--- src/rtl/vm2002_change_dispenser_if.sv ---
// Handshake, payout and restock signals between the vend controller/supplier
// side and the vm2002 change dispenser.
interface vm2002_change_dispenser_if;
    // Payout request and result
    logic        bal_valid;
    logic [15:0] balance;
    logic        ready;
    logic [1:0]  coin_out;
    logic        coin_strobe;
    logic        done;
    logic        short;
    logic [15:0] short_amount;
    // Supplier restock port and inventory view
    logic        restock_valid;
    logic [1:0]  restock_coin;
    logic [3:0]  restock_count;
    logic        restock_err;
    logic [4:0]  nickel_cnt;
    logic [4:0]  dime_cnt;
    logic [4:0]  quarter_cnt;

    modport master (
        output bal_valid, balance, restock_valid, restock_coin, restock_count,
        input  ready, coin_out, coin_strobe, done, short, short_amount,
        input  restock_err, nickel_cnt, dime_cnt, quarter_cnt
    );

    modport slave (
        input  bal_valid, balance, restock_valid, restock_coin, restock_count,
        output ready, coin_out, coin_strobe, done, short, short_amount,
        output restock_err, nickel_cnt, dime_cnt, quarter_cnt
    );
endinterface

--- src/rtl/vm2002_change_dispenser.sv ---
// vm2002 change dispenser: pays a cent balance out as single coins, greedy
// largest-first against a restockable inventory, and reports any shortfall.
// Coin codes: 1 nickel (5), 2 dime (10), 3 quarter (25).
module vm2002_change_dispenser #(
    parameter int COIN_CAP  = 16,
    parameter int PULSE_GAP = 2
) (
    input  logic                          clk,
    input  logic                          hrst,
    input  logic                          srst,
    vm2002_change_dispenser_if.slave      bus
);

    localparam logic [2:0] ST_IDLE   = 3'd0;
    localparam logic [2:0] ST_SELECT = 3'd1;
    localparam logic [2:0] ST_EMIT   = 3'd2;
    localparam logic [2:0] ST_GAP    = 3'd3;
    localparam logic [2:0] ST_FINISH = 3'd4;

    // GAP counts down from GAP_LOAD to zero, so it lasts PULSE_GAP-1 cycles.
    localparam logic [7:0] GAP_LOAD = (PULSE_GAP > 32'sd2) ? 8'(PULSE_GAP - 32'sd2) : 8'd0;
    localparam logic       SKIP_GAP = (PULSE_GAP <= 32'sd1) ? 1'b1 : 1'b0;
    localparam logic [5:0] CAP_6    = 6'(COIN_CAP);

    logic [2:0]  state_r;
    logic [15:0] rem_r;
    logic [7:0]  gap_r;
    logic [1:0]  coin_out_r;
    logic        coin_strobe_r;
    logic        done_r;
    logic        short_r;
    logic [15:0] short_amount_r;
    logic        restock_err_r;
    logic        ready_r;
    logic [4:0]  inv_r [1:3];

    logic [2:0]  state_nx_s;
    logic [15:0] rem_nx_s;
    logic [7:0]  gap_nx_s;
    logic [1:0]  coin_out_nx_s;
    logic        strobe_nx_s;
    logic        done_nx_s;
    logic        short_nx_s;
    logic [15:0] short_amount_nx_s;
    logic        err_nx_s;
    logic [4:0]  inv_nx_s [1:3];
    logic        pick_now_s;

    logic [1:0]  pick_code_s;
    logic [15:0] pick_val_s;
    logic [4:0]  rs_cur_s;
    logic [5:0]  rs_sum_s;
    logic        rs_ok_s;

    // Greedy coin choice for the current remainder and inventory.
    always_comb begin
        pick_code_s = 2'd0;
        pick_val_s  = 16'd0;
        if (rem_r >= 16'd25 && inv_r[2'd3] != 5'd0) begin
            pick_code_s = 2'd3;
            pick_val_s  = 16'd25;
        end else if (rem_r >= 16'd10 && inv_r[2'd2] != 5'd0) begin
            pick_code_s = 2'd2;
            pick_val_s  = 16'd10;
        end else if (rem_r >= 16'd5 && inv_r[2'd1] != 5'd0) begin
            pick_code_s = 2'd1;
            pick_val_s  = 16'd5;
        end else begin
            pick_code_s = 2'd0;
            pick_val_s  = 16'd0;
        end
    end

    // Restock acceptance: only in IDLE, losing to bal_valid, never past capacity.
    always_comb begin
        rs_cur_s = (bus.restock_coin == 2'd0) ? 5'd0 : inv_r[bus.restock_coin];
        rs_sum_s = {1'b0, rs_cur_s} + {2'b00, bus.restock_count};
        rs_ok_s  = (state_r == ST_IDLE) && !bus.bal_valid &&
                   (bus.restock_coin != 2'd0) && (rs_sum_s <= CAP_6);
    end

    // Next-state and next-output computation for the payout FSM.
    // The coin decision after a GAP is taken in the last GAP cycle (or in EMIT
    // when there is no GAP) so strobes are exactly PULSE_GAP cycles apart;
    // SELECT as a separate state only occurs right after acceptance.
    always_comb begin
        state_nx_s        = state_r;
        rem_nx_s          = rem_r;
        gap_nx_s          = gap_r;
        coin_out_nx_s     = 2'd0;
        strobe_nx_s       = 1'b0;
        done_nx_s         = 1'b0;
        short_nx_s        = short_r;
        short_amount_nx_s = short_amount_r;
        err_nx_s          = bus.restock_valid && !rs_ok_s;
        inv_nx_s          = inv_r;
        pick_now_s        = 1'b0;

        case (state_r)
            ST_IDLE: begin
                if (bus.bal_valid) begin
                    rem_nx_s          = bus.balance;
                    short_nx_s        = 1'b0;
                    short_amount_nx_s = 16'd0;
                    state_nx_s        = ST_SELECT;
                end else if (bus.restock_valid && rs_ok_s) begin
                    inv_nx_s[bus.restock_coin] = rs_sum_s[4:0];
                end else begin
                    state_nx_s = ST_IDLE;
                end
            end
            ST_SELECT: pick_now_s = 1'b1;
            ST_EMIT: begin
                if (SKIP_GAP) begin
                    pick_now_s = 1'b1;
                end else begin
                    state_nx_s = ST_GAP;
                    gap_nx_s   = GAP_LOAD;
                end
            end
            ST_GAP: begin
                if (gap_r == 8'd0) begin
                    pick_now_s = 1'b1;
                end else begin
                    gap_nx_s = gap_r - 8'd1;
                end
            end
            ST_FINISH: begin
                state_nx_s = ST_IDLE;
                rem_nx_s   = 16'd0;
            end
            default: begin
                state_nx_s = ST_IDLE;
                rem_nx_s   = 16'd0;
            end
        endcase

        // Decrement and strobe land on the same edge, so inventory always
        // reflects every coin that has been strobed out.
        case ({pick_now_s, (pick_code_s == 2'd0)})
            2'b11: begin
                state_nx_s        = ST_FINISH;
                done_nx_s         = 1'b1;
                short_nx_s        = (rem_r != 16'd0);
                short_amount_nx_s = rem_r;
            end
            2'b10: begin
                state_nx_s             = ST_EMIT;
                strobe_nx_s            = 1'b1;
                coin_out_nx_s          = pick_code_s;
                rem_nx_s               = rem_r - pick_val_s;
                inv_nx_s[pick_code_s]  = inv_r[pick_code_s] - 5'd1;
            end
            default: ;
        endcase
    end

    // State, output and inventory registers; soft reset aborts but keeps coins.
    always_ff @(posedge clk or posedge hrst) begin
        if (hrst) begin
            state_r        <= ST_IDLE;
            rem_r          <= 16'd0;
            gap_r          <= 8'd0;
            coin_out_r     <= 2'd0;
            coin_strobe_r  <= 1'b0;
            done_r         <= 1'b0;
            short_r        <= 1'b0;
            short_amount_r <= 16'd0;
            restock_err_r  <= 1'b0;
            ready_r        <= 1'b1;
            inv_r          <= '{default: 5'd0};
        end else if (srst) begin
            state_r        <= ST_IDLE;
            rem_r          <= 16'd0;
            gap_r          <= 8'd0;
            coin_out_r     <= 2'd0;
            coin_strobe_r  <= 1'b0;
            done_r         <= 1'b0;
            short_r        <= 1'b0;
            short_amount_r <= 16'd0;
            restock_err_r  <= 1'b0;
            ready_r        <= 1'b1;
        end else begin
            state_r        <= state_nx_s;
            rem_r          <= rem_nx_s;
            gap_r          <= gap_nx_s;
            coin_out_r     <= coin_out_nx_s;
            coin_strobe_r  <= strobe_nx_s;
            done_r         <= done_nx_s;
            short_r        <= short_nx_s;
            short_amount_r <= short_amount_nx_s;
            restock_err_r  <= err_nx_s;
            ready_r        <= (state_nx_s == ST_IDLE);
            inv_r          <= inv_nx_s;
        end
    end

    assign bus.ready        = ready_r;
    assign bus.coin_out     = coin_out_r;
    assign bus.coin_strobe  = coin_strobe_r;
    assign bus.done         = done_r;
    assign bus.short        = short_r;
    assign bus.short_amount = short_amount_r;
    assign bus.restock_err  = restock_err_r;
    assign bus.nickel_cnt   = inv_r[2'd1];
    assign bus.dime_cnt     = inv_r[2'd2];
    assign bus.quarter_cnt  = inv_r[2'd3];

endmodule

--- src/flat_wrapper.sv ---
// flat-port wrapper written by rule: the top's interface ports become plain ports
module vm2002_change_dispenser_flat 
#(
    parameter int COIN_CAP  = 16,
    parameter int PULSE_GAP = 2
)
  (clk, hrst, srst, bus_bal_valid, bus_balance, bus_restock_valid, bus_restock_coin, bus_restock_count, bus_ready, bus_coin_out, bus_coin_strobe, bus_done, bus_short, bus_short_amount, bus_restock_err, bus_nickel_cnt, bus_dime_cnt, bus_quarter_cnt);
  vm2002_change_dispenser_if bus_i ();
  input  logic clk;
  input  logic hrst;
  input  logic srst;
  input wire logic [$bits(bus_i.bal_valid)-1:0] bus_bal_valid;
  input wire logic [$bits(bus_i.balance)-1:0] bus_balance;
  input wire logic [$bits(bus_i.restock_valid)-1:0] bus_restock_valid;
  input wire logic [$bits(bus_i.restock_coin)-1:0] bus_restock_coin;
  input wire logic [$bits(bus_i.restock_count)-1:0] bus_restock_count;
  output wire logic [$bits(bus_i.ready)-1:0] bus_ready;
  output wire logic [$bits(bus_i.coin_out)-1:0] bus_coin_out;
  output wire logic [$bits(bus_i.coin_strobe)-1:0] bus_coin_strobe;
  output wire logic [$bits(bus_i.done)-1:0] bus_done;
  output wire logic [$bits(bus_i.short)-1:0] bus_short;
  output wire logic [$bits(bus_i.short_amount)-1:0] bus_short_amount;
  output wire logic [$bits(bus_i.restock_err)-1:0] bus_restock_err;
  output wire logic [$bits(bus_i.nickel_cnt)-1:0] bus_nickel_cnt;
  output wire logic [$bits(bus_i.dime_cnt)-1:0] bus_dime_cnt;
  output wire logic [$bits(bus_i.quarter_cnt)-1:0] bus_quarter_cnt;
  assign bus_i.bal_valid = bus_bal_valid;
  assign bus_i.balance = bus_balance;
  assign bus_i.restock_valid = bus_restock_valid;
  assign bus_i.restock_coin = bus_restock_coin;
  assign bus_i.restock_count = bus_restock_count;
  assign bus_ready = bus_i.ready;
  assign bus_coin_out = bus_i.coin_out;
  assign bus_coin_strobe = bus_i.coin_strobe;
  assign bus_done = bus_i.done;
  assign bus_short = bus_i.short;
  assign bus_short_amount = bus_i.short_amount;
  assign bus_restock_err = bus_i.restock_err;
  assign bus_nickel_cnt = bus_i.nickel_cnt;
  assign bus_dime_cnt = bus_i.dime_cnt;
  assign bus_quarter_cnt = bus_i.quarter_cnt;
  vm2002_change_dispenser #(.COIN_CAP(COIN_CAP), .PULSE_GAP(PULSE_GAP)) u_core (.clk(clk), .hrst(hrst), .srst(srst), .bus(bus_i));
endmodule
--- config.mk ---
export PLATFORM = sky130hd
export DESIGN_NAME = vm2002_change_dispenser_flat
export DESIGN_NICKNAME = d
export VERILOG_FILES = /design/src/rtl/vm2002_change_dispenser_if.sv /design/src/rtl/vm2002_change_dispenser.sv /design/src/flat_wrapper.sv
export SDC_FILE = /design/constraint.sdc
export NUM_CORES = 1
export LEC_CHECK = 0
export ABC_AREA = 1
export ABC_CLOCK_PERIOD_IN_PS = 4100
export CAP_MARGIN = 20
export CORE_UTILIZATION = 55
export CTS_CLUSTER_SIZE = 24
export DETAILED_ROUTE_END_ITERATION = 8
export MAX_ROUTING_LAYER = met4
export PLACE_DENSITY = 0.93
export SLEW_MARGIN = 10
export SYNTH_ARGS = -nofsm -noshare
export SYNTH_HDL_FRONTEND = slang
export SYNTH_SLANG_ARGS = --single-unit
--- constraint.sdc ---
create_clock -name clk -period 4.1 [get_ports clk]
set_input_delay 0.82 -clock clk [delete_from_list [all_inputs] [get_ports clk]]
set_output_delay 0.82 -clock clk [all_outputs]
set_load 0.05 [all_outputs]
**After elaboration in Yosys (flattened, before gate mapping)**

Index checks and enable logic that the tools add are counted.

- Register bits: 65
- Bits of input ports: 27
- Logic and storage cells: 118

- Add/subtract/negate cells: 4
- $lt $le $gt $ge: 8
- Equality and inequality tests: 8
- Mux-type cells: 53
- Bitwise logic cells: 2
- Reductions and logical operators: 30

Operator list:

| kind | count |
|---|---|
| two-way mux 16 bit | 9 |
| two-way mux 15 bit | 4 |
| two-way mux 5 bit | 7 |
| case mux 16 bit (2 select lines) | 1 |
| bitwise mux 15 bit | 2 |
| binary-select mux 5 bit (select 2 bit) | 2 |
| demux 5 bit (select 2 bit) | 2 |
| >= comparator 16 x 3 -> 1 bit, second input constant | 1 |
| >= comparator 16 x 4 -> 1 bit, second input constant | 1 |
| >= comparator 16 x 5 -> 1 bit, second input constant | 1 |
| two-way mux 8 bit | 2 |
| case mux 8 bit (2 select lines) | 1 |
| nonzero test 16 bit | 1 |
| subtractor 16 bit | 1 |
| nonzero test 5 bit | 3 |
| two-way mux 1 bit | 12 |
| two-way mux 3 bit | 4 |
| logical AND 1 bit | 10 |
| case mux 3 bit (3 select lines) | 1 |
| nonzero test 3 bit | 3 |
| logical NOT 8 bit | 1 |
| two-way mux 2 bit | 4 |
| subtractor 8 x 1 -> 8 bit, second input constant | 1 |
| adder 5 x 4 -> 6 bit | 1 |
| other kinds (20) | 30 |

**Depth between registers and ports, before layout**

- Depth in word-level cells: 15
- Gate-level depth with buffers: 21
- Depth with buffers taken out: 21

**Worst setup path before layout**

OpenSTA, ideal clock, no wires.

- Path kind: in2reg
- Start point: input port bus_restock_coin[0]
- End point: register u_core.inv_r, in the netlist u_core.bus.quarter_cnt[2]
- Library setup time: 129 ps
- Data arrival time: 2874 ps
- Path slack: 1097 ps
- Stages on the path: 16
- Buffers on the path: 0
- Cell sequence: inv_1 -> nor2_2 -> inv_1 -> o21ai_0 -> ha_1 -> inv_1 -> fa_1 -> xnor2_1 -> nor3b_1 -> nand2_1 -> nand2_1 -> nand4_2 -> a21oi_1 -> o21ai_0 -> nand3_1 -> o21ai_0

- Cells in the longest elaborated chain, start to end: 14
- Elaborated cells between the ends (all ways): 23
- Those cells by class: 1 x add/sub; 3 x order compare; 12 x mux; 1 x bitwise; 6 x reduce/logical

RTL lines:

| what | line | RTL |
|---|---|---|
| start: declaration | flat_wrapper.sv:15 | `input wire logic [$bits(bus_i.restock_coin)-1:0] bus_restock_coin;` |
| inverter 2 -> 3 bit (not written as such) | vm2002_change_dispenser.sv:76, vm2002_change_dispenser.sv:107 |  |
| binary-select mux 5 bit (select 2 bit) | vm2002_change_dispenser.sv:76 | `rs_cur_s = (bus.restock_coin == 2'd0) ? 5'd0 : inv_r[bus.restock_coin];` |
| two-way mux 5 bit (not written as such) (2 in a row) | vm2002_change_dispenser.sv:76 |  |
| two-way mux 5 bit | vm2002_change_dispenser.sv:76 |  |
| adder 5 x 4 -> 6 bit | vm2002_change_dispenser.sv:77 | `rs_sum_s = {1'b0, rs_cur_s} + {2'b00, bus.restock_count};` |
| <= comparator 6 x 5 -> 1 bit | vm2002_change_dispenser.sv:79 | `(bus.restock_coin != 2'd0) && (rs_sum_s <= CAP_6);` |
| logical AND 1 bit | vm2002_change_dispenser.sv:79 |  |
| logical AND 1 bit | vm2002_change_dispenser.sv:106 | `end else if (bus.restock_valid && rs_ok_s) begin` |
| two-way mux 15 bit * | vm2002_change_dispenser.sv:106 |  |
| two-way mux 15 bit * | vm2002_change_dispenser.sv:101 | `if (bus.bal_valid) begin` |
| two-way mux 15 bit * | vm2002_change_dispenser.sv:99 | `case (state_r)` |
| bitwise mux 15 bit | vm2002_change_dispenser.sv:152 | `inv_nx_s[pick_code_s] = inv_r[pick_code_s] - 5'd1;` |
| two-way mux 15 bit * | vm2002_change_dispenser.sv:140 | `case ({pick_now_s, (pick_code_s == 2'd0)})` |
| end signal: assignment | vm2002_change_dispenser.sv:194 | `inv_r <= inv_nx_s;` |
| end: declaration | vm2002_change_dispenser.sv:35 | `logic [4:0] inv_r [1:3];` |

Every way passes the cells marked *; elsewhere a longest branch is shown, timed or not. The select of a mux whose other input is x is not followed.
A chain may end at the register's enable or synchronous reset.

**Worst setup path after layout**

- Start point: input port bus_restock_coin[1]
- End point: register u_core.inv_r, in the netlist u_core.bus.quarter_cnt[2]

The elaborated chain is that of the path after synthesis.

==> results.json <==
{
  "antenna_found_initial": 0,
  "syn_inst": 578,
  "die_h_um": 90.44,
  "power_frac_comb": 0.602,
  "dp.final_hpwl_um": 8701,
  "cp.required_ns": 4.32,
  "hp-class": "reg2reg",
  "p_clk_frac": 0.149,
  "crit-reg2reg-capture": "u_core.rem_r[8]",
  "multi_input_area_um2": 2285,
  "syn-num-nets": 618,
  "dieArea_um2": 8178,
  "setup_viol": 0,
  "ant_nets": 0,
  "track_usage": 0.3164,
  "fp.dieW_um": 90.44,
  "drive_gt1_frac": 0.1166,
  "firstDrtPassIters": 6,
  "cts_root_buffer": "clkbuf_8",
  "grt_pass1_wl_um": 19980,
  "p_seq_frac": 0.248,
  "setup.worst_path.class": "in2reg",
  "nets": 687,
  "p_leak_nw": 2.545,
  "peakVddDrop_mv": 0.4629,
  "worst_pin_slew_ns": 0.5687,
  "fin_tns_setup_ns": 0,
  "avgRoutedWirePerCell_um": 15.88,
  "power_density_nw_per_um2": 797.7,
  "holdWs_ns": 0.4857,
  "cts_tree": "done",
  "r2r_start": "u_core.rem_r[13]",
  "switching_share": 0.5222,
  "synth-seq-cells": 65,
  "drc_errors": 0,
  "clock_latency_ns": 0.35,
  "vias": 4322,
  "switching_power_mw": 2.193,
  "drt_iter0_drc": 438,
  "fmax_ghz": 0.2818,
  "grt_overflow": 0,
  "min_path_cells": 2,
  "drt-total-wl_um": 11930,
  "hold_buffers": 0,
  "dpl_cell_area_um2": 5039,
  "reg2reg_slack_ns": 0.66,
  "vias_per_cell": 5.755,
  "syn_to_final_growth_pct": 22.40,
  "cts_resized": 0,
  "crit_fanout": 9,
  "synth_cell_types": 45,
  "grt_max_degree": 41,
  "cts_max_level": 3,
  "finalWeightedCongestion": 0.9594,
  "yosysWarnings": 0,
  "num_antenna_cells": 0,
  "post-cts-setup-buffers": 0,
  "grt_pass1_vias": 4209,
  "final-seq-area_um2": 1628,
  "min_period_over_period": 0.8656,
  "crit_path_start_kind": "input port",
  "cap_violations": 0,
  "drv_slew": 0,
  "status": "complete, no violations",
  "rsz0062_at_grt": "false",
  "slew_headroom": 0.6185,
  "cts_buffers": 9,
  "start_util": 0.5806,
  "seq_area_frac_synth": 0.3784,
  "syn_area_um2": 4302,
  "layout_min_cycle_time_ns": 3.549,
  "port_buffers": 64,
  "ioPinCount": 65,
  "reg2reg_depth": 19,
  "clockBufferDepth": 2,
  "postSynthAreaPerCell_um2": 7.442,
  "rows": 31,
  "clock-sinks": 65,
  "skew_ns": 0.01159,
  "hold_viol_final": 0,
  "num-fill-cells": 586,
  "final_area_um2": 5265,
  "p_int_mw": 2.007,
  "hold_start": "u_core.bus.short_amount[15]",
  "core_area_um2": 7408,
  "clkTransAtPathRegs_ns": 0.07,
  "critPathArrivalTime_ns": 3.77,
  "critPathCaptureType": "flop",
  "holdPathEnd": "u_core.bus.short_amount[15]"
}
[cells in the final DEF (no fill, tap or decap), types with 4 or more instances in the layout]
master / instances
ha_1: 11
a22oi_1: 7
dfrtp_1: 64
nand2_2: 5
o211ai_1: 5
clkbuf_8: 10
o22ai_1: 12
nor3_1: 10
inv_2: 13
xor2_1: 12
o21ai_2: 10
o21ai_1: 5
inv_1: 67
buf_4: 6
nand2_4: 4
nor2_1: 49
o21ai_0: 29
a21oi_1: 39
nand3_1: 44
nand4_1: 5
clkdlybuf4s50_1: 64
nand2_1: 138
nor2_2: 6
[critical path, stage by stage]
cell and delay [ns]:
clkdlybuf4s50_1 0.56, nand2_1 0.11, inv_2 0.11, a22oi_1 0.08, o21ai_0 0.09, ha_1 0.20, inv_1 0.05, fa_1 0.39
inv_1 0.07, nand2_1 0.04, nand2_1 0.05, nand2_1 0.06, nand3_1 0.08, nand2_1 0.10, nand2_1 0.20, nand4_2 0.28
a21oi_1 0.20, o21ai_0 0.09, nand3_1 0.08, o21ai_0 0.11
[cells in the mapped netlist]
cell | number | share of area
a21boi_2 | 1 | 0.0026
dfrtp_1 | 64 | 0.37
clkbuf_1 | 5 | 0.0044
ha_1 | 11 | 0.032
a31oi_1 | 1 | 0.0015
o211ai_2 | 1 | 0.0029
xor2_1 | 12 | 0.024
nand2_2 | 5 | 0.0073
nand3_4 | 1 | 0.0041
a221oi_1 | 1 | 0.0020
clkinv_4 | 1 | 0.0020
inv_1 | 68 | 0.059
nand3_1 | 44 | 0.051
fa_1 | 2 | 0.0093
nor2_2 | 6 | 0.0087
o22ai_1 | 12 | 0.017
nor3b_1 | 2 | 0.0035
o21ai_0 | 29 | 0.034
a21o_1 | 1 | 0.0017
nand3_2 | 1 | 0.0023
buf_2 | 4 | 0.0047
o21ai_2 | 10 | 0.020
o211ai_1 | 5 | 0.0087
nand3b_1 | 1 | 0.0017
nor2_1 | 49 | 0.043
nand2_4 | 4 | 0.010
nor2_8 | 1 | 0.0047
nand4_2 | 3 | 0.0087
a21oi_2 | 1 | 0.0020
nor3_1 | 10 | 0.012
buf_6 | 3 | 0.0079
o221ai_1 | 1 | 0.0020
and3_1 | 2 | 0.0029
a22oi_1 | 7 | 0.012
o21bai_2 | 1 | 0.0026
inv_2 | 12 | 0.010
clkinv_1 | 2 | 0.0017
o21ai_1 | 5 | 0.0058
nand2_8 | 1 | 0.0047
nand2_1 | 138 | 0.12
a21oi_1 | 39 | 0.045
nand4_1 | 5 | 0.0073
nor2_4 | 3 | 0.0079
xnor2_1 | 2 | 0.0041
dfstp_2 | 1 | 0.0061
[final cells by class]
type / count / share of cell area
clock buffer: 10 / 0.02614
clock inverter: 6 / 0.01687
inverter: 83 / 0.06012
multi-input combinational: 418 / 0.4339
sequential: 65 / 0.3092
tap: 99 / 0.02353
timing repair buffer: 70 / 0.1302
[per-layer routing]
| metal | vias up | routed length, um | track usage |
|---|---|---|---|
| met4 | 0 | 278 | 0.1277 |
| li1 | 2038 | - | - |
| met5 | - | 0 | - |
| met3 | 30 | 884 | 0.05471 |
| met1 | 2039 | 4989 | 0.4039 |
| met2 | 215 | 5773 | 0.5013 |
[state kept, by name, summed over array words and instances, names as in the netlist, 2 cells and up]
name	count
u_core.gap_r	8
u_core.rem_r	16
u_core.bus.quarter_cnt	5
u_core.state_r	3
u_core.bus.short_amount	16
u_core.bus.dime_cnt	5
u_core.bus.coin_out	2
u_core.bus.nickel_cnt	5
[power groups by stage]
stage / clock [mW] / sequential, mW / combinational, mW
2_1_floorplan: 0 / 1.23 / 1.64
3_3_place_gp: 0 / 1.03 / 2.41
3_5_place_dp: 0 / 1.04 / 2.47
4_1_cts: 0.637 / 1.03 / 2.50
5_1_grt: 0.664 / 1.06 / 2.78
6_report: 0.627 / 1.04 / 2.53
[worst max-delay path by stage]
stage,end,from
CTS,u_core.bus.quarter_cnt[2],bus_restock_coin[1]
finish,u_core.bus.quarter_cnt[2],bus_restock_coin[1]
global placement,u_core.bus.quarter_cnt[2],bus_restock_coin[1]
global route,u_core.bus.quarter_cnt[2],bus_restock_coin[1]
detailed placement,u_core.bus.quarter_cnt[2],bus_restock_coin[1]
floorplan,u_core.bus.quarter_cnt[2],bus_restock_coin[0]
[kinds of logic (layout without fill, tap and decap cells)]
family	Yosys count	count (layout)	share of synthesized area
buf+inv	95	169	0.09046
flops	65	65	0.3784
fa+ha+maj	13	13	0.04130
simple gates	276	276	0.3002
compound gates	115	115	0.1611
xor+xnor	14	14	0.02851
[per-stage QoR]
stage	instances	worst slack [ns]	util	total power, mW
2_1_floorplan	578	1.097	-	2.869
3_3_place_gp	735	0.2698	0.6801	3.441
3_5_place_dp	735	0.1970	0.6801	3.512
4_1_cts	751	0.5818	0.7107	4.165
5_1_grt	751	0.1782	0.7107	4.503
6_report	751	0.5510	0.7107	4.200
Power figures use the tool's default switching activity.
